$ cat src/rtl/alu_pkg.sv
// Shared ALU definitions: multiplier function codes and the sequencer state type.
// Used by seq_mul_unit (optional macro SEQ_MUL_EARLY_TERM_EN lives in the multiplier files).
package alu_pkg;

  localparam logic [5:0] MULTU = 6'b011001;
  localparam logic [5:0] MULT  = 6'b011000;

  typedef enum logic [1:0] {
    IDLE = 2'd0,
    RUN  = 2'd1,
    FIX  = 2'd2
  } seq_mul_state_e;

  function automatic logic isMulCode(input logic [5:0] code);
    return (code == MULTU) || (code == MULT);
  endfunction

endpackage

$ cat src/rtl/seq_mul_unit_if.sv
// Request/response bundle between the control unit and the sequential multiplier.
interface seq_mul_unit_if #(
  parameter int WIDTH = 32
);

  logic                 start;
  logic [5:0]           Signal;
  logic [WIDTH-1:0]     dataA;
  logic [WIDTH-1:0]     dataB;
  logic                 busy;
  logic                 done;
  logic [2*WIDTH-1:0]   dataOut;

  modport master (
    output start, Signal, dataA, dataB,
    input  busy, done, dataOut
  );

  modport slave (
    input  start, Signal, dataA, dataB,
    output busy, done, dataOut
  );

endinterface

$ cat src/rtl/seq_mul_datapath.sv
// Shift-add datapath: product/multiplicand/multiplier registers, adder and right shifter.
// With SEQ_MUL_EARLY_TERM_EN the final step also applies all remaining shifts at once.
module seq_mul_datapath #(
  parameter int WIDTH = 32,
  parameter int CNT_W = $clog2(WIDTH) + 1
) (
  input  logic                 clk,
  input  logic                 reset,
  input  logic                 i_load,
  input  logic                 i_step,
  input  logic [WIDTH-1:0]     i_mcand,
  input  logic [WIDTH-1:0]     i_mult,
  input  logic [CNT_W-1:0]     i_count,
  output logic [2*WIDTH-1:0]   o_product,
  output logic                 o_lastStep
);

  logic [2*WIDTH-1:0] r_product;
  logic [WIDTH-1:0]   r_mcand;
  logic [WIDTH-1:0]   r_mult;

  logic [WIDTH:0]     w_sum;
  logic [CNT_W-1:0]   w_extra;
  logic [CNT_W-1:0]   w_shamt;
  logic [2*WIDTH-1:0] w_shifted;

`ifdef SEQ_MUL_EARLY_TERM_EN
  logic w_restZero;
  // Once no multiplier bits remain, the outstanding iterations are pure shifts.
  assign w_restZero = (r_mult[WIDTH-1:1] == '0);
  assign w_extra    = w_restZero ? (CNT_W'(WIDTH - 1) - i_count) : '0;
  assign o_lastStep = w_restZero || (i_count == CNT_W'(WIDTH - 1));
`else
  assign w_extra    = '0;
  assign o_lastStep = (i_count == CNT_W'(WIDTH - 1));
`endif

  assign w_sum     = r_mult[0] ? ({1'b0, r_product[2*WIDTH-1:WIDTH]} + {1'b0, r_mcand})
                               : {1'b0, r_product[2*WIDTH-1:WIDTH]};
  assign w_shamt   = w_extra + CNT_W'(1);
  assign w_shifted = (2*WIDTH)'({w_sum, r_product[WIDTH-1:0]} >> w_shamt);
  assign o_product = r_product;

  always_ff @(posedge clk or negedge reset) begin
    if (!reset) begin
      r_product <= '0;
      r_mcand   <= '0;
      r_mult    <= '0;
    end else if (i_load) begin
      r_product <= '0;
      r_mcand   <= i_mcand;
      r_mult    <= i_mult;
    end else if (i_step) begin
      r_product <= w_shifted;
      r_mult    <= r_mult >> 1;
    end
  end

endmodule

$ cat src/rtl/seq_mul_unit.sv
// Sequential signed/unsigned multiplier with start/busy/done handshake and held result.
// Optional macro SEQ_MUL_EARLY_TERM_EN ends the RUN phase once the multiplier is exhausted.
module seq_mul_unit
  import alu_pkg::*;
#(
  parameter int WIDTH = 32,
  parameter int CNT_W = $clog2(WIDTH) + 1
) (
  input  logic           clk,
  input  logic           reset,
  seq_mul_unit_if.slave  bus
);

  seq_mul_state_e     r_state;
  logic [CNT_W-1:0]   r_count;
  logic               r_neg;
  logic               r_busy;
  logic               r_done;
  logic [2*WIDTH-1:0] r_dataOut;

  logic               w_isMult;
  logic               w_accept;
  logic               w_load;
  logic               w_step;
  logic               w_negIn;
  logic               w_lastStep;
  logic [WIDTH-1:0]   w_absA;
  logic [WIDTH-1:0]   w_absB;
  logic [2*WIDTH-1:0] w_product;

  assign w_isMult = (bus.Signal == MULT);
  assign w_accept = (r_state == IDLE) && bus.start && isMulCode(bus.Signal);
  assign w_load   = w_accept;
  assign w_step   = (r_state == RUN);

  // Signed mode multiplies magnitudes; the most-negative value's magnitude still fits unsigned.
  assign w_absA  = (w_isMult && bus.dataA[WIDTH-1]) ? -bus.dataA : bus.dataA;
  assign w_absB  = (w_isMult && bus.dataB[WIDTH-1]) ? -bus.dataB : bus.dataB;
  assign w_negIn = w_isMult && (bus.dataA[WIDTH-1] ^ bus.dataB[WIDTH-1]);

  seq_mul_datapath #(
    .WIDTH (WIDTH),
    .CNT_W (CNT_W)
  ) u_datapath (
    .clk        (clk),
    .reset      (reset),
    .i_load     (w_load),
    .i_step     (w_step),
    .i_mcand    (w_absA),
    .i_mult     (w_absB),
    .i_count    (r_count),
    .o_product  (w_product),
    .o_lastStep (w_lastStep)
  );

  always_ff @(posedge clk or negedge reset) begin
    if (!reset) begin
      r_state   <= IDLE;
      r_count   <= '0;
      r_neg     <= 1'b0;
      r_busy    <= 1'b0;
      r_done    <= 1'b0;
      r_dataOut <= '0;
    end else begin
      r_done <= 1'b0;
      unique case (r_state)
        IDLE: begin
          if (w_accept) begin
            r_state <= RUN;
            r_count <= '0;
            r_neg   <= w_negIn;
            r_busy  <= 1'b1;
          end
        end
        RUN: begin
          r_count <= r_count + CNT_W'(1);
          if (w_lastStep) begin
            r_state <= FIX;
          end
        end
        FIX: begin
          r_dataOut <= r_neg ? -w_product : w_product;
          r_done    <= 1'b1;
          r_busy    <= 1'b0;
          r_state   <= IDLE;
        end
        default: begin
          r_state <= IDLE;
          r_busy  <= 1'b0;
        end
      endcase
    end
  end

  assign bus.busy    = r_busy;
  assign bus.done    = r_done;
  assign bus.dataOut = r_dataOut;

endmodule

$ cat src/flat_wrapper.sv
// flat-port wrapper written by rule: the top's interface ports become plain ports
module seq_mul_unit_flat import alu_pkg::*;
#(
  parameter int WIDTH = 32,
  parameter int CNT_W = $clog2(WIDTH) + 1
)
  (clk, reset, bus_start, bus_Signal, bus_dataA, bus_dataB, bus_busy, bus_done, bus_dataOut);
  seq_mul_unit_if #(.WIDTH(WIDTH)) bus_i ();
  input  logic clk;
  input  logic reset;
  input wire logic [$bits(bus_i.start)-1:0] bus_start;
  input wire logic [$bits(bus_i.Signal)-1:0] bus_Signal;
  input wire logic [$bits(bus_i.dataA)-1:0] bus_dataA;
  input wire logic [$bits(bus_i.dataB)-1:0] bus_dataB;
  output wire logic [$bits(bus_i.busy)-1:0] bus_busy;
  output wire logic [$bits(bus_i.done)-1:0] bus_done;
  output wire logic [$bits(bus_i.dataOut)-1:0] bus_dataOut;
  assign bus_i.start = bus_start;
  assign bus_i.Signal = bus_Signal;
  assign bus_i.dataA = bus_dataA;
  assign bus_i.dataB = bus_dataB;
  assign bus_busy = bus_i.busy;
  assign bus_done = bus_i.done;
  assign bus_dataOut = bus_i.dataOut;
  seq_mul_unit #(.WIDTH(WIDTH), .CNT_W(CNT_W)) u_core (.clk(clk), .reset(reset), .bus(bus_i));
endmodule
$ cat config.mk
export PLATFORM = sky130hd
export DESIGN_NAME = seq_mul_unit_flat
export DESIGN_NICKNAME = d
export VERILOG_FILES = /design/src/rtl/alu_pkg.sv /design/src/rtl/seq_mul_unit_if.sv /design/src/rtl/seq_mul_datapath.sv /design/src/rtl/seq_mul_unit.sv /design/src/flat_wrapper.sv
export SDC_FILE = /design/constraint.sdc
export NUM_CORES = 1
export LEC_CHECK = 0
export BUFFER_PORTS_ARGS = -buffer_cell sky130_fd_sc_hd__clkbuf_2
export CORE_ASPECT_RATIO = 0.7
export CORE_UTILIZATION = 30
export DETAILED_ROUTE_END_ITERATION = 16
export REMOVE_ABC_BUFFERS = 1
export SYNTH_ARGS = -nofsm -noshare
export SYNTH_HDL_FRONTEND = slang
export SYNTH_HIERARCHICAL = 1
export SYNTH_SLANG_ARGS = --single-unit
export TNS_END_PERCENT = 1
$ cat constraint.sdc
create_clock -name clk -period 3.57 [get_ports clk]
set_input_delay 0.1785 -clock clk [delete_from_list [all_inputs] [get_ports clk]]
set_output_delay 0.1785 -clock clk [all_outputs]
set_load 0.1 [all_outputs]
-- Word level (Yosys, flattened, before mapping)
Index checks and enable logic that the tools add are counted.
- register bits: 203
- output and inout port bits: 66
- logic and storage cells: 52
- add/sub/neg operators: 5
- eq/ne operators: 7
- mux-type cells: 16
- bitwise operators: 2
- reduce and logical (&&, ||, !) cells: 13
- operators by type and width (kind ; number):
    64-bit 2-to-1 mux ; 3
    32-bit 2-to-1 mux ; 4
    32-bit negation ; 2
    64-bit negation ; 1
    32-bit by 32-bit adder with 33-bit output ; 1
    33-bit 2-to-1 mux ; 1
    6-bit by 5-bit == test with 1-bit output, second input constant ; 3
    6-bit case mux with 2 select lines ; 1
    2-bit AND reduction ; 4
    6-bit by 1-bit adder with 6-bit output, second input constant ; 1
    6-bit 2-to-1 mux ; 1
    1-bit logical AND ; 5
    2-bit 2-to-1 mux ; 2
    2-bit case mux with 2 select lines ; 1
    2-bit nonzero test ; 2
    2-bit by 1-bit == test with 1-bit output, second input constant ; 1
    2-bit == test, second input constant ; 1
    2-bit logical NOT ; 1
    1-bit 2-to-1 mux ; 2
    2-bit by 1-bit != test with 1-bit output, second input constant ; 1
    2-bit != test, second input constant ; 1
    1-bit case mux with 2 select lines ; 1
    1-bit logical OR ; 1
    1-bit NOT ; 1
    1-bit bitwise XOR ; 1

-- Depth between registers and ports, before layout
Gate-level depths: netlist of the first run.
- depth after elaboration: 5
- gate-level depth with buffers: 9
- depth with buffers taken out: 9

-- Modules after synthesis
Netlist of the first run, hierarchy kept.
- modules (own cells, without submodules) (module ; instances ; cells each ; area each (µm²) ; sequential area each (µm²)):
    seq_mul_datapath ; 1 ; 726 ; 7333.3 ; 3203.1
    seq_mul_unit ; 1 ; 652 ; 5415.2 ; 1876.8

-- Worst setup path before layout of the first run
No wires, ideal clock.
- path type: reg-to-reg
- start point: reg u_core.u_datapath.r_product[43], in the netlist u_core/u_datapath/o_product[43]
- end point: reg u_core.r_dataOut[60], in the netlist u_core/bus.dataOut[60]
- library setup time: 0.133 ns
- data arrival time: 2.376 ns
- slack: 1.061 ns
- stages on the path, launching flop included: 8
- buffers on the path: 1
- clock period less this slack: 2.509 ns
- cell sequence: dfrtp_1 > or4_4 > or4_1 > buf_2 > or2_2 > o31ai_1 > xor2_1 > o21ai_0
- cells in the longest elaborated chain, start to end: 2
- ends and longest elaborated chain (what ; RTL line ; text):
    start: declaration ; seq_mul_datapath.sv:18 ; logic [2*WIDTH-1:0] r_product;
    start signal: assignment ; seq_mul_datapath.sv:54 ; r_product <= w_shifted;
    64-bit negation ; seq_mul_unit.sv:82 ; r_dataOut <= r_neg ? -w_product : w_product;
    64-bit 2-to-1 mux ; seq_mul_unit.sv:82 ;
    end signal: assignment ; seq_mul_unit.sv:82 ;
    end: declaration ; seq_mul_unit.sv:19 ; logic [2*WIDTH-1:0] r_dataOut;
No other way between the ends.
A chain may end at the register's enable or synchronous reset.

-- Worst setup path in the final report of the first run
- start point: reg u_core.u_datapath.r_product[32], in the netlist u_core/u_datapath/o_product[32]
- end point: reg u_core.u_datapath.r_product[61], in the netlist u_core/u_datapath/o_product[61]
- cells in the longest elaborated chain, start to end: 4
- ends and longest elaborated chain (what ; RTL line ; text):
    32-bit by 32-bit adder with 33-bit output ; seq_mul_datapath.sv:38 ; assign w_sum = r_mult[0] ? ({1'b0, r_product[2*WIDTH-1:WIDTH]} + {1'b0, r_mcand})
    33-bit 2-to-1 mux ; seq_mul_datapath.sv:38 ;
    64-bit 2-to-1 mux ; seq_mul_datapath.sv:53 ; end else if (i_step) begin
    64-bit 2-to-1 mux ; seq_mul_datapath.sv:49 ; end else if (i_load) begin
No other way between the ends. The select of a mux whose other input is x is not followed.

==> results of run 1 <==
[synth_stat cells (13+ instances only)]
| library cell | instances | share of area, % |
|---|---|---|
| or3_1 | 16 | 0.79 |
| xnor2_1 | 52 | 3.6 |
| a21o_1 | 15 | 0.88 |
| o41ai_1 | 19 | 1.3 |
| dfrtp_1 | 203 | 40 |
| nand2_1 | 176 | 5.2 |
| nor3_1 | 13 | 0.51 |
| inv_1 | 16 | 0.47 |
| nor2b_1 | 15 | 0.74 |
| nor2_1 | 100 | 2.9 |
| nand3_1 | 16 | 0.63 |
| clkbuf_1 | 51 | 1.5 |
| ha_1 | 36 | 3.5 |
| a211oi_1 | 15 | 0.88 |
| or4_1 | 21 | 1.2 |
| a21oi_1 | 59 | 2.3 |
| xor2_1 | 94 | 6.5 |
| mux2i_1 | 90 | 7.1 |
| o31ai_1 | 40 | 2.4 |
| mux2_2 | 32 | 2.8 |
| o21ai_0 | 157 | 6.2 |
[logic make-up after synthesis]
logic type | synth area share, %
compound gates | 17.2
xor+xnor | 10.0
fa+ha+maj | 3.69
buf+inv | 3.05
flops | 39.8
mux | 9.89
simple gates | 16.3
[tightest hold or removal path, cell delays in order]
cell and delay [ns]:
clkbuf_2 0.09, xnor2_1 0.11, mux2_2 0.13
[layer usage]
layer,routed length (um),track usage (%),vias to the layer above
met3,2500,3.30,24
met5,0,0,-
met2,12900,20.8,337
met1,18800,26.5,5004
met4,359,2.21,0
li1,-,-,5207
[final cells by class]
| cell class | instances | area, um^2 |
|---|---|---|
| sequential | 203 | 5080 |
| multi-input combinational | 1086 | 7290 |
| tap | 544 | 681 |
| fill | 4261 | 26600 |
| timing repair buffer | 166 | 970 |
| inverter | 16 | 65.1 |
| clock inverter | 9 | 80.1 |
| clock buffer | 32 | 649 |
[how the worst max path moves through the flow]
stage	start	to	slack, ns	depth (start not counted)
4_1_cts	u_core/u_datapath/o_product[10]$_DFFE_PN0P_	u_core/bus.dataOut[35]$_DFFE_PN0P_	0.77	6
3_5_place_dp	u_core/u_datapath/o_product[10]$_DFFE_PN0P_	u_core/bus.dataOut[35]$_DFFE_PN0P_	0.78	6
5_1_grt	u_core/u_datapath/o_product[25]$_DFFE_PN0P_	u_core/bus.dataOut[59]$_DFFE_PN0P_	0.49	6
3_3_place_gp	u_core/u_datapath/o_product[32]$_DFFE_PN0P_	u_core/u_datapath/o_product[57]$_DFFE_PN0P_	0.80	9
6_report	u_core/u_datapath/o_product[32]$_DFFE_PN0P_	u_core/u_datapath/o_product[61]$_DFFE_PN0P_	0.76	9
2_1_floorplan	u_core/r_state[1]$_DFFE_PN0P_	u_core/u_datapath/o_product[62]$_DFFE_PN0P_	-1.42	7
[power by group through the flow]
| stage | sequential (W) | combinational, W | clock (W) |
|---|---|---|---|
| 6_report | 0.00370 | 0.00412 | 0.00229 |
| 5_1_grt | 0.00380 | 0.00448 | 0.00245 |
| 4_1_cts | 0.00368 | 0.00413 | 0.00236 |
| 3_5_place_dp | 0.00373 | 0.00411 | 0 |
| 3_3_place_gp | 0.00370 | 0.00407 | 0 |
| 2_1_floorplan | 0.00501 | 0.00179 | 0 |
[through the flow]
stage	TNS (ns)	power (W)	setup WS [ns]	hold WS, ns
after floorplan	-63.67	0.00680	-1.42	-0.117
after global placement	0	0.00777	0.805	0.326
after detailed placement	0	0.00783	0.778	0.330
after CTS	0	0.0102	0.769	0.00419
after global routing	0	0.0107	0.487	0.0212
final	0	0.0101	0.762	0.0193
[flip-flops by register name, indices dropped and copies added, names as in the netlist]
register	flops
u_core/bus.dataOut	64
u_core/u_datapath/o_product	64
u_core/u_datapath/r_mcand	32
u_core/u_datapath/r_mult	32
u_core/r_count	6
u_core/r_state	2
u_core/bus.busy	1
u_core/bus.done	1
u_core/r_neg	1
==> reports/qor.yml, run 1 <==
wl_per_cell_um: 16.8
synth_top_flop_cell: "dfrtp_1"
end_kind: "flip-flop"
power.density_nw_per_um2: 682
initial_utilization_pct: 30.8
cts_tree: "done"
clock_tree.htree_level_count: 1
num-nets-final: 1606
synth-edff-count: 0
worstHoldPathType: "input pin to flip-flop"
postCtsHoldBufs: 14
fmax_mhz: 356
slew_viol_final: 0
antennaDiodeCount: 0
worst_hold_path.endpoint: "u_core/u_datapath/r_mcand[30]$_DFFE_PN0P_"
cts_buffers: 23
static-leakage-power_nw: 6.36
violation_count_after_the_first_detailed_route_iteration: 771
drt_drc_violations_left: 0
die-height_um: 174
crit_top_cell: "a31oi_1"
clock_network_latency_to_the_later_pin_of_the_worst_skew_pair_ns: 0.55
largest_net_degree_at_the_start_of_global_routing: 123
post_cts.resized_instances: 0
path_clk_slew_ns: 0.06
synth_cells: 1378
p_sw_share_pct: 46.8
numClockSinks: 203
fin_area_um2: 14800
mostFrequentLayoutCells: "202 x dfrtp_1, 176 x nand2_1, 157 x o21ai_0"
synthesis.yosys.warnings: 6
critPathBufInv: 0
layout_commonest_cell: "dfrtp_1"
hpwlAfterDp_mm: 25.6
drv_cap: 0
antenna_found_initial: 0
numPortBuffers: 138
power_frac_seq_pct: 36.6
route.final.wire_length_mm: 34.6
max_slew.worst_pin.slew_ns: 1.12
min_period_over_period_pct: 78.6
via_count_of_the_first_global_routing_pass: 9801
report.final.hold_viol_count: 0
first_pass_grt_wire_length_mm: 55.4
final_layout_size_suffix_gt1_share_pct: 16.5
post_synthesis_sequential_element_count: 203
power.internal_w: 0.00538
timing.final.setup_violations: 0
worst_hold_path.num_cells: 3
critical_path_peak_fanout: 7
hold_start: "bus_dataA[30]"
regToRegEndpoint: "u_core/u_datapath/o_product[61]$_DFFE_PN0P_"
clk_path_buf_depth: 3
startpoint_type: "flip-flop"
cts.root.buffer_cell: "clkbuf_16"
final_core_utilization_pct: 35.8
combinationalPowerShare_pct: 40.8
critical_path.max_stage_delay_ns: 0.44
setup_repair_after_global_routing_missed_its_margin: "false"
worstReg2RegStart: "u_core/u_datapath/o_product[32]$_DFFE_PN0P_"
die_area_um2: 43300
timing.reg2reg.setup_slack_ns: 0.76
core_area_um2: 41400
arrival_time_of_data_at_the_critical_path_endpoint_ns: 3.22
post-cts-setup-buffer-count: 0
global_router_s_overall_resource_usage_pct: 16.0
worst-setup-path-type: "flip-flop to flip-flop"
worstPathCellList: "ha_1 -> fa_1 -> a21o_2 -> a221oi_2 -> nand4bb_1 -> a31oi_1 -> a31oi_1 -> xor2_1 -> o22ai_1"
async_flop_share_pct: 100
dp.cells: 2001
peakVddDrop_mv: 0.358
drtPass1Iterations: 5
crit_slowest_cell: "dfrtp_1"
r2r.worst_path.cells: 9
dr_vias_cell: 5.14
mappedNetlistArea_um2: 12700
synth_area_per_cell_um2: 9.25
finClkSkew_ns: 0.0269
proportion_of_synthesized_chip_area_in_sequential_cells_pct: 39.8
gp_routability_congestion: 0.896
power.share.clock_pct: 22.6
flow.area_growth_from_synthesis_pct: 16.2
num_rows: 62
timing.critical_path.max_delay_family: "compound AO/OA/AOI/OAI gates"
antenna_violating_nets_post_route: 0
global_route.overflow_total: 0
die_w_um: 248
netlist-cell-type-count: 75
post_dp_cell_area_um2: 13900
outcome: "completed"
post_route_minimum_period_ns: 2.81
p_sw_w: 0.00473
finish.cell_count_without_fillers: 2056
timing.max_slew.rel_slack_pct: 25.3
worst_ep_required_ns: 3.98
boundaryPins: 139
vias: 10600
(Power assumes the default switching activity.)
==> inputs of run 2 (changes only) <==
==> constraint.sdc (replaced) <==
create_clock -name clk -period 2.3 [get_ports clk]
set_input_delay 0.115 -clock clk [delete_from_list [all_inputs] [get_ports clk]]
set_output_delay 0.115 -clock clk [all_outputs]
set_load 0.1 [all_outputs]
==> reports/qor.yml, run 2 (same netlist as run 1, synthesis figures left out) <==
min_period_over_period_pct: 111  # +33 points
hpwlAfterDp_mm: 28.0  # +9.2%
power.density_nw_per_um2: 1060  # +55%
core_area_um2: 41400  # unchanged
largest_net_degree_at_the_start_of_global_routing: 73  # -41%
slew_viol_final: 0  # unchanged
numClockSinks: 203  # unchanged
pre_cts_ws_ns: -0.363  # -1.14 ns
die-height_um: 174  # unchanged
final.fill_count: 4065  # -4.6%
global_router_s_overall_resource_usage_pct: 17.3  # +1.3 points
flow.area_growth_from_synthesis_pct: 35.0
worst_ep_required_ns: 2.72  # -1.26 ns
timing.max_slew.rel_slack_pct: 60.5  # +35 points
gp_routability_congestion: 0.890  # -0.64%
cp.depth: 7  # -2
worst-setup-path-type: "flip-flop to flip-flop"
clk_path_buf_depth: 3  # unchanged
critPathBufInv: 1  # +1
violated_checks: "setup timing"
static-leakage-power_nw: 7.46  # +17%
setup_repair_after_global_routing_missed_its_margin: "true"
final_layout_size_suffix_gt1_share_pct: 29.8  # +13 points
startpoint_type: "flip-flop"
violation_count_after_the_first_detailed_route_iteration: 938  # +22%
via_count_of_the_first_global_routing_pass: 11000  # +12%
cts_buffers: 24  # +4.3%
first_pass_grt_wire_length_mm: 60.3  # +8.9%
post_route_minimum_period_ns: 2.56  # -0.246 ns
peakVddDrop_mv: 0.558  # +56%
die_w_um: 248  # unchanged
cts.root.buffer_cell: "clkbuf_16"
drv_cap: 0  # unchanged
clock_tree.htree_level_count: 1  # unchanged
initial_utilization_pct: 30.8  # unchanged
fmax_mhz: 390  # +9.6%
num_rows: 62  # unchanged
setup_ws_ns: -0.262  # -1.02 ns
worst_hold_path.num_cells: 3  # unchanged
worstPathCellList: "buf_4 -> or4_4 -> or4_4 -> or4_4 -> o31ai_2 -> xor2_1 -> o21ai_0"
crit_slowest_cell: "or4_4"
vias: 11300  # +6.7%
route.final.wire_length_mm: 37.4  # +8.1%
outcome: "finished with violations"
global_route.overflow_total: 0  # unchanged
die_area_um2: 43300  # unchanged
multi_input_comb_area_um2: 7830  # +7.4%
critical_path_peak_fanout: 6  # -1
worstHoldPathType: "input pin to flip-flop"
antennaDiodeCount: 0  # unchanged
antenna_violating_nets_post_route: 0  # unchanged
path_clk_slew_ns: 0.06  # about the same
max_slew.worst_pin.slew_ns: 0.592  # -0.529 ns
mostFrequentLayoutCells: "199 x dfrtp_1, 184 x buf_4, 176 x nand2_1"
critical_path.max_stage_delay_ns: 0.52  # +0.08 ns
r2r.worst_path.cells: 7  # -2
final-seq-area_um2: 5080  # about the same
report.final.hold_viol_count: 0  # unchanged
timing.setup.tns_ns: -5.21  # -5.21 ns
final_core_utilization_pct: 41.6  # +5.8 points
finClkSkew_ns: 0.0263  # -0.000543 ns
clock_network_latency_to_the_later_pin_of_the_worst_skew_pair_ns: 0.55  # about the same
boundaryPins: 139  # unchanged
drt_drc_violations_left: 0  # unchanged
num-nets-final: 1814  # +13%
layout_commonest_cell: "dfrtp_1"
timing.critical_path.max_delay_family: "simple AND/OR/NAND/NOR gates"
numPortBuffers: 138  # unchanged
dr_vias_cell: 4.98  # -3.2%
arrival_time_of_data_at_the_critical_path_endpoint_ns: 2.98  # -0.24 ns
antenna_found_initial: 0  # unchanged
wl_per_cell_um: 16.5  # -1.9%
end_kind: "flip-flop"
timing.final.setup_violations: 55  # +55
drtPass1Iterations: 5  # unchanged
cts_tree: "done"
crit_top_cell: "or4_4"
run 2: per-layer routing:
layer | share of wire, % | GRT usage [%] | routed length [um] | vias to the layer above
li1 | - | - | - | 5595
met1 | 53 | 28.0 | 19900 | 5348
met2 | 40 | 23.8 | 14900 | 304
met3 | 5.8 | 2.69 | 2150 | 29
met4 | 1.2 | 2.62 | 435 | 0
met5 | 0 | 0 | 0 | -
run 2: area by class of cell:
| class | count | area share [%] |
|---|---|---|
| Clock buffer | 31 | 3.87 |
| Multi-Input combinational cell | 1086 | 45.5 |
| Inverter | 16 | 0.378 |
| Clock inverter | 13 | 1.09 |
| Sequential cell | 203 | 29.5 |
| Tap cell | 544 | 3.95 |
| Timing Repair Buffer | 373 | 15.7 |
run 2: path summary, 6_finish.rpt:
kind                                                              from                                   endpoint  slack, ns
max                        u_core/u_datapath/o_product[32]$_DFFE_PN0P_         u_core/bus.dataOut[41]$_DFFE_PN0P_      -0.26
min                                                      bus_dataA[24]  u_core/u_datapath/r_mcand[24]$_DFFE_PN0P_       0.01
max reg2reg                u_core/u_datapath/o_product[32]$_DFFE_PN0P_         u_core/bus.dataOut[41]$_DFFE_PN0P_      -0.26
min reg2reg                         u_core/bus.dataOut[49]$_DFFE_PN0P_         u_core/bus.dataOut[49]$_DFFE_PN0P_       0.47
max in group asynchronous                                        reset   u_core/u_datapath/r_mult[29]$_DFFE_PN0P_       1.36
min in group asynchronous                                        reset                  u_core/bus.done$_DFF_PN0_       0.11
run 2: through the flow:
stage	instances	hold WS, ns	area [um^2]	power [W]
2_1_floorplan	1305	-0.181	12400	0.0106
5_1_grt	2266	0.0140	17200	0.0192
6_report	2266	0.0123	17200	0.0182
3_5_place_dp	2183	0.132	15400	0.0136
3_3_place_gp	2183	0.124	15400	0.0135
4_1_cts	2265	0.0000111	16900	0.0181
run 2: what timing repair did:
action	CTS	global route
hold buffers	38	0
hold endpoints to repair	127	0
gates cloned	0	0
buffers inserted	0	1
pin swaps	17	7
setup endpoints to repair	64	73
gates resized for setup	53	54
run 2: power by group:
group,total [W],switching (W),internal [W]
combinational,0.00872,0.00562,0.00310
clock,0.00412,0.00161,0.00251
sequential,0.00534,0.000811,0.00453
total,0.0182,0.00804,0.0101
run 2: tightest hold or removal path: stages:
cell      delay (ns)
clkbuf_2        0.11
xnor2_1         0.14
mux2_2          0.14
==> inputs of run 3 (changes only) <==
--- a/config.mk
+++ b/config.mk
@@ -6,9 +6,12 @@
 export NUM_CORES = 1
 export LEC_CHECK = 0
 export BUFFER_PORTS_ARGS = -buffer_cell sky130_fd_sc_hd__clkbuf_2
+export CELL_PAD_IN_SITES_DETAIL_PLACEMENT = 1
+export CELL_PAD_IN_SITES_GLOBAL_PLACEMENT = 2
 export CORE_ASPECT_RATIO = 0.7
 export CORE_UTILIZATION = 30
 export DETAILED_ROUTE_END_ITERATION = 16
+export PLACE_DENSITY_LB_ADDON = 0.1
 export REMOVE_ABC_BUFFERS = 1
 export SYNTH_ARGS = -nofsm -noshare
 export SYNTH_HDL_FRONTEND = slang
==> reports/qor.yml, run 3 (same netlist as run 1, synthesis figures left out) <==
die_w_um: 248  # unchanged
cp.depth: 8  # +1
mostFrequentLayoutCells: "200 x buf_4, 198 x dfrtp_1, 174 x nand2_1"
worstHoldPathType: "input pin to flip-flop"
global_router_s_overall_resource_usage_pct: 19.7  # +2.4 points
worstReg2RegStart: "u_core/u_datapath/o_product[9]$_DFFE_PN0P_"
antenna_found_initial: 0  # unchanged
path_clk_slew_ns: 0.06  # about the same
worstPathCellList: "or4_4 -> nor4b_4 -> buf_6 -> buf_6 -> nand4_1 -> o31ai_2 -> xor2_1 -> o21ai_0"
worst-setup-path-type: "flip-flop to flip-flop"
pre_cts_ws_ns: -0.362  # +0.00109 ns
critical_path.endpoint: "u_core/bus.dataOut[60]$_DFFE_PN0P_"
first_pass_grt_wire_length_mm: 67.8  # +12%
setup_repair_after_global_routing_missed_its_margin: "true"
critical_path.max_stage_delay_ns: 0.59  # +0.07 ns
drtPass1Iterations: 4  # -1
crit_top_cell: "buf_6"
final_layout_size_suffix_gt1_share_pct: 31.2  # +1.3 points
post_route_minimum_period_ns: 2.56  # -0.00152 ns
use_met2_pct: 29.5  # +5.7 points
critPathBufInv: 2  # +1
outcome: "finished with violations"
initial_utilization_pct: 30.8  # unchanged
boundaryPins: 139  # unchanged
timing.max_slew.rel_slack_pct: 59.0  # -1.5 points
numPortBuffers: 138  # unchanged
met3_usage_pct: 2.38  # -0.31 points
route.final.wire_length_mm: 41.8  # +12%
fmax_mhz: 391  # about the same
regToRegEndpoint: "u_core/bus.dataOut[60]$_DFFE_PN0P_"
slew_viol_final: 0  # unchanged
met1_usage_pct: 29.9  # +1.9 points
die_area_um2: 43300  # unchanged
cts_tree: "done"
worst_ep_required_ns: 2.73  # about the same
layout_commonest_cell: "buf_4"
num-nets-final: 1853  # +2.1%
cts.root.buffer_cell: "clkbuf_16"
static-leakage-power_nw: 7.66  # +2.6%
gp_routability_congestion: 0.803  # -9.8%
clock_network_latency_to_the_later_pin_of_the_worst_skew_pair_ns: 0.56  # about the same
clock_tree.htree_level_count: 1  # unchanged
r2r.worst_path.cells: 8  # +1
min_period_over_period_pct: 111  # about the same
drv_cap: 0  # unchanged
core_area_um2: 41400  # unchanged
global_route.overflow_total: 0  # unchanged
hpwlAfterDp_mm: 30.8  # +10%
crit_slowest_cell: "or4_4"
max_slew.worst_pin.slew_ns: 0.617  # +0.0249 ns
setup_ws_ns: -0.260  # +0.00152 ns
die-height_um: 174  # unchanged
num_rows: 62  # unchanged
wl_per_cell_um: 18.1  # +9.9%
timing.critical_path.max_delay_family: "simple AND/OR/NAND/NOR gates"
multi_input_comb_area_um2: 7950  # +1.5%
cts_buffers: 25  # +4.2%
peak_usage_layer_in_the_global_routing_report: "met1"
violated_checks: "setup timing"
finalPower_w: 0.0182  # about the same
power.density_nw_per_um2: 1030  # -2.6%
flow.area_growth_from_synthesis_pct: 38.6
end_kind: "flip-flop"
startpoint_type: "flip-flop"
via_count_of_the_first_global_routing_pass: 11900  # +8.3%
fin_area_um2: 17700  # +2.7%
arrival_time_of_data_at_the_critical_path_endpoint_ns: 2.99  # about the same
violation_count_after_the_first_detailed_route_iteration: 396  # -58%
peakVddDrop_mv: 0.825  # +48%
critical_path_peak_fanout: 6  # unchanged
largest_net_degree_at_the_start_of_global_routing: 69  # -5.5%
antenna_violating_nets_post_route: 0  # unchanged
report.final.hold_viol_count: 0  # unchanged
timing.reg2reg.setup_slack_ns: -0.26  # about the same
dr_vias_cell: 4.97  # about the same
final.fill_count: 4765  # +17%
clk_path_buf_depth: 3  # unchanged
timing.final.setup_violations: 59  # +7.3%
final-seq-area_um2: 5090  # about the same
critPathLaunch: "u_core/u_datapath/o_product[9]$_DFFE_PN0P_"
post_dp_cell_area_um2: 15600  # +1.0%
vias: 11500  # +1.7%
finClkSkew_ns: 0.0155  # -0.0108 ns
drt_drc_violations_left: 0  # unchanged
numClockSinks: 203  # unchanged
-- run 3: report_power, final --
group / switching (W) / internal [W]
combinational: 0.00579 / 0.00319
clock: 0.00166 / 0.00221
sequential: 0.000795 / 0.00454
total: 0.00824 / 0.00993
-- run 3: what timing repair did --
| item | 4_1_cts | 5_1_grt |
|---|---|---|
| endpoints found under the setup margin | 64 | 78 |
| hold buffers | 51 | 0 |
| gates resized for setup | 71 | 76 |
| cloned | 1 | 0 |
| hold endpoints to repair | 214 | 0 |
| buffers inserted | 11 | 0 |
| pin swaps | 25 | 27 |
-- run 3: worst min-delay path, stage by stage --
cell and delay (ns):
clkbuf_2 0.08, buf_4 0.10, xnor2_1 0.10, mux2_2 0.14
-- run 3: worst min path at each step --
stage	slack, ns	cells past startpoint	from	to
6_report	0.03	4	bus_dataA[12]	u_core/u_datapath/r_mcand[12]$_DFFE_PN0P_
3_3_place_gp	0.13	1	reset	u_core/bus.dataOut[14]$_DFFE_PN0P_
3_5_place_dp	0.13	1	reset	u_core/bus.dataOut[15]$_DFFE_PN0P_
5_1_grt	0.04	4	bus_dataA[12]	u_core/u_datapath/r_mcand[12]$_DFFE_PN0P_
4_1_cts	0.0006	3	bus_dataA[18]	u_core/u_datapath/r_mcand[18]$_DFFE_PN0P_
2_1_floorplan	-0.18	0	reset	u_core/bus.busy$_DFFE_PN0P_
-- run 3: layout make-up --
cell class | count | area share, %
multi-input combinational | 1086 | 45.0
antenna | 1 | 0.0142
inverter | 16 | 0.368
clock inverter | 7 | 0.297
timing repair buffer | 411 | 17.6
sequential | 203 | 28.8
clock buffer | 39 | 4.18
tap | 544 | 3.85
-- run 3: through the flow --
| step | util [%] | hold WS, ns | TNS (ns) | instances |
|---|---|---|---|---|
| after floorplan | - | -0.181 | -268.04 | 1305 |
| after global placement | 37.6 | 0.134 | -10.02 | 2197 |
| after detailed placement | 37.6 | 0.135 | -13.30 | 2197 |
| after CTS | 41.9 | 0.000602 | -7.40 | 2306 |
| after global routing | 42.7 | 0.0352 | -12.86 | 2306 |
| final | 42.7 | 0.0272 | -5.89 | 2307 |
-- run 3: layer usage --
layer / share of wire (%) / wire [um] / vias up
li1: - / - / 5682
met2: 43 / 18100 / 140
met4: 1.9 / 805 / 0
met3: 2.4 / 999 / 44
met5: 0 / 0 / -
met1: 52 / 21900 / 5606
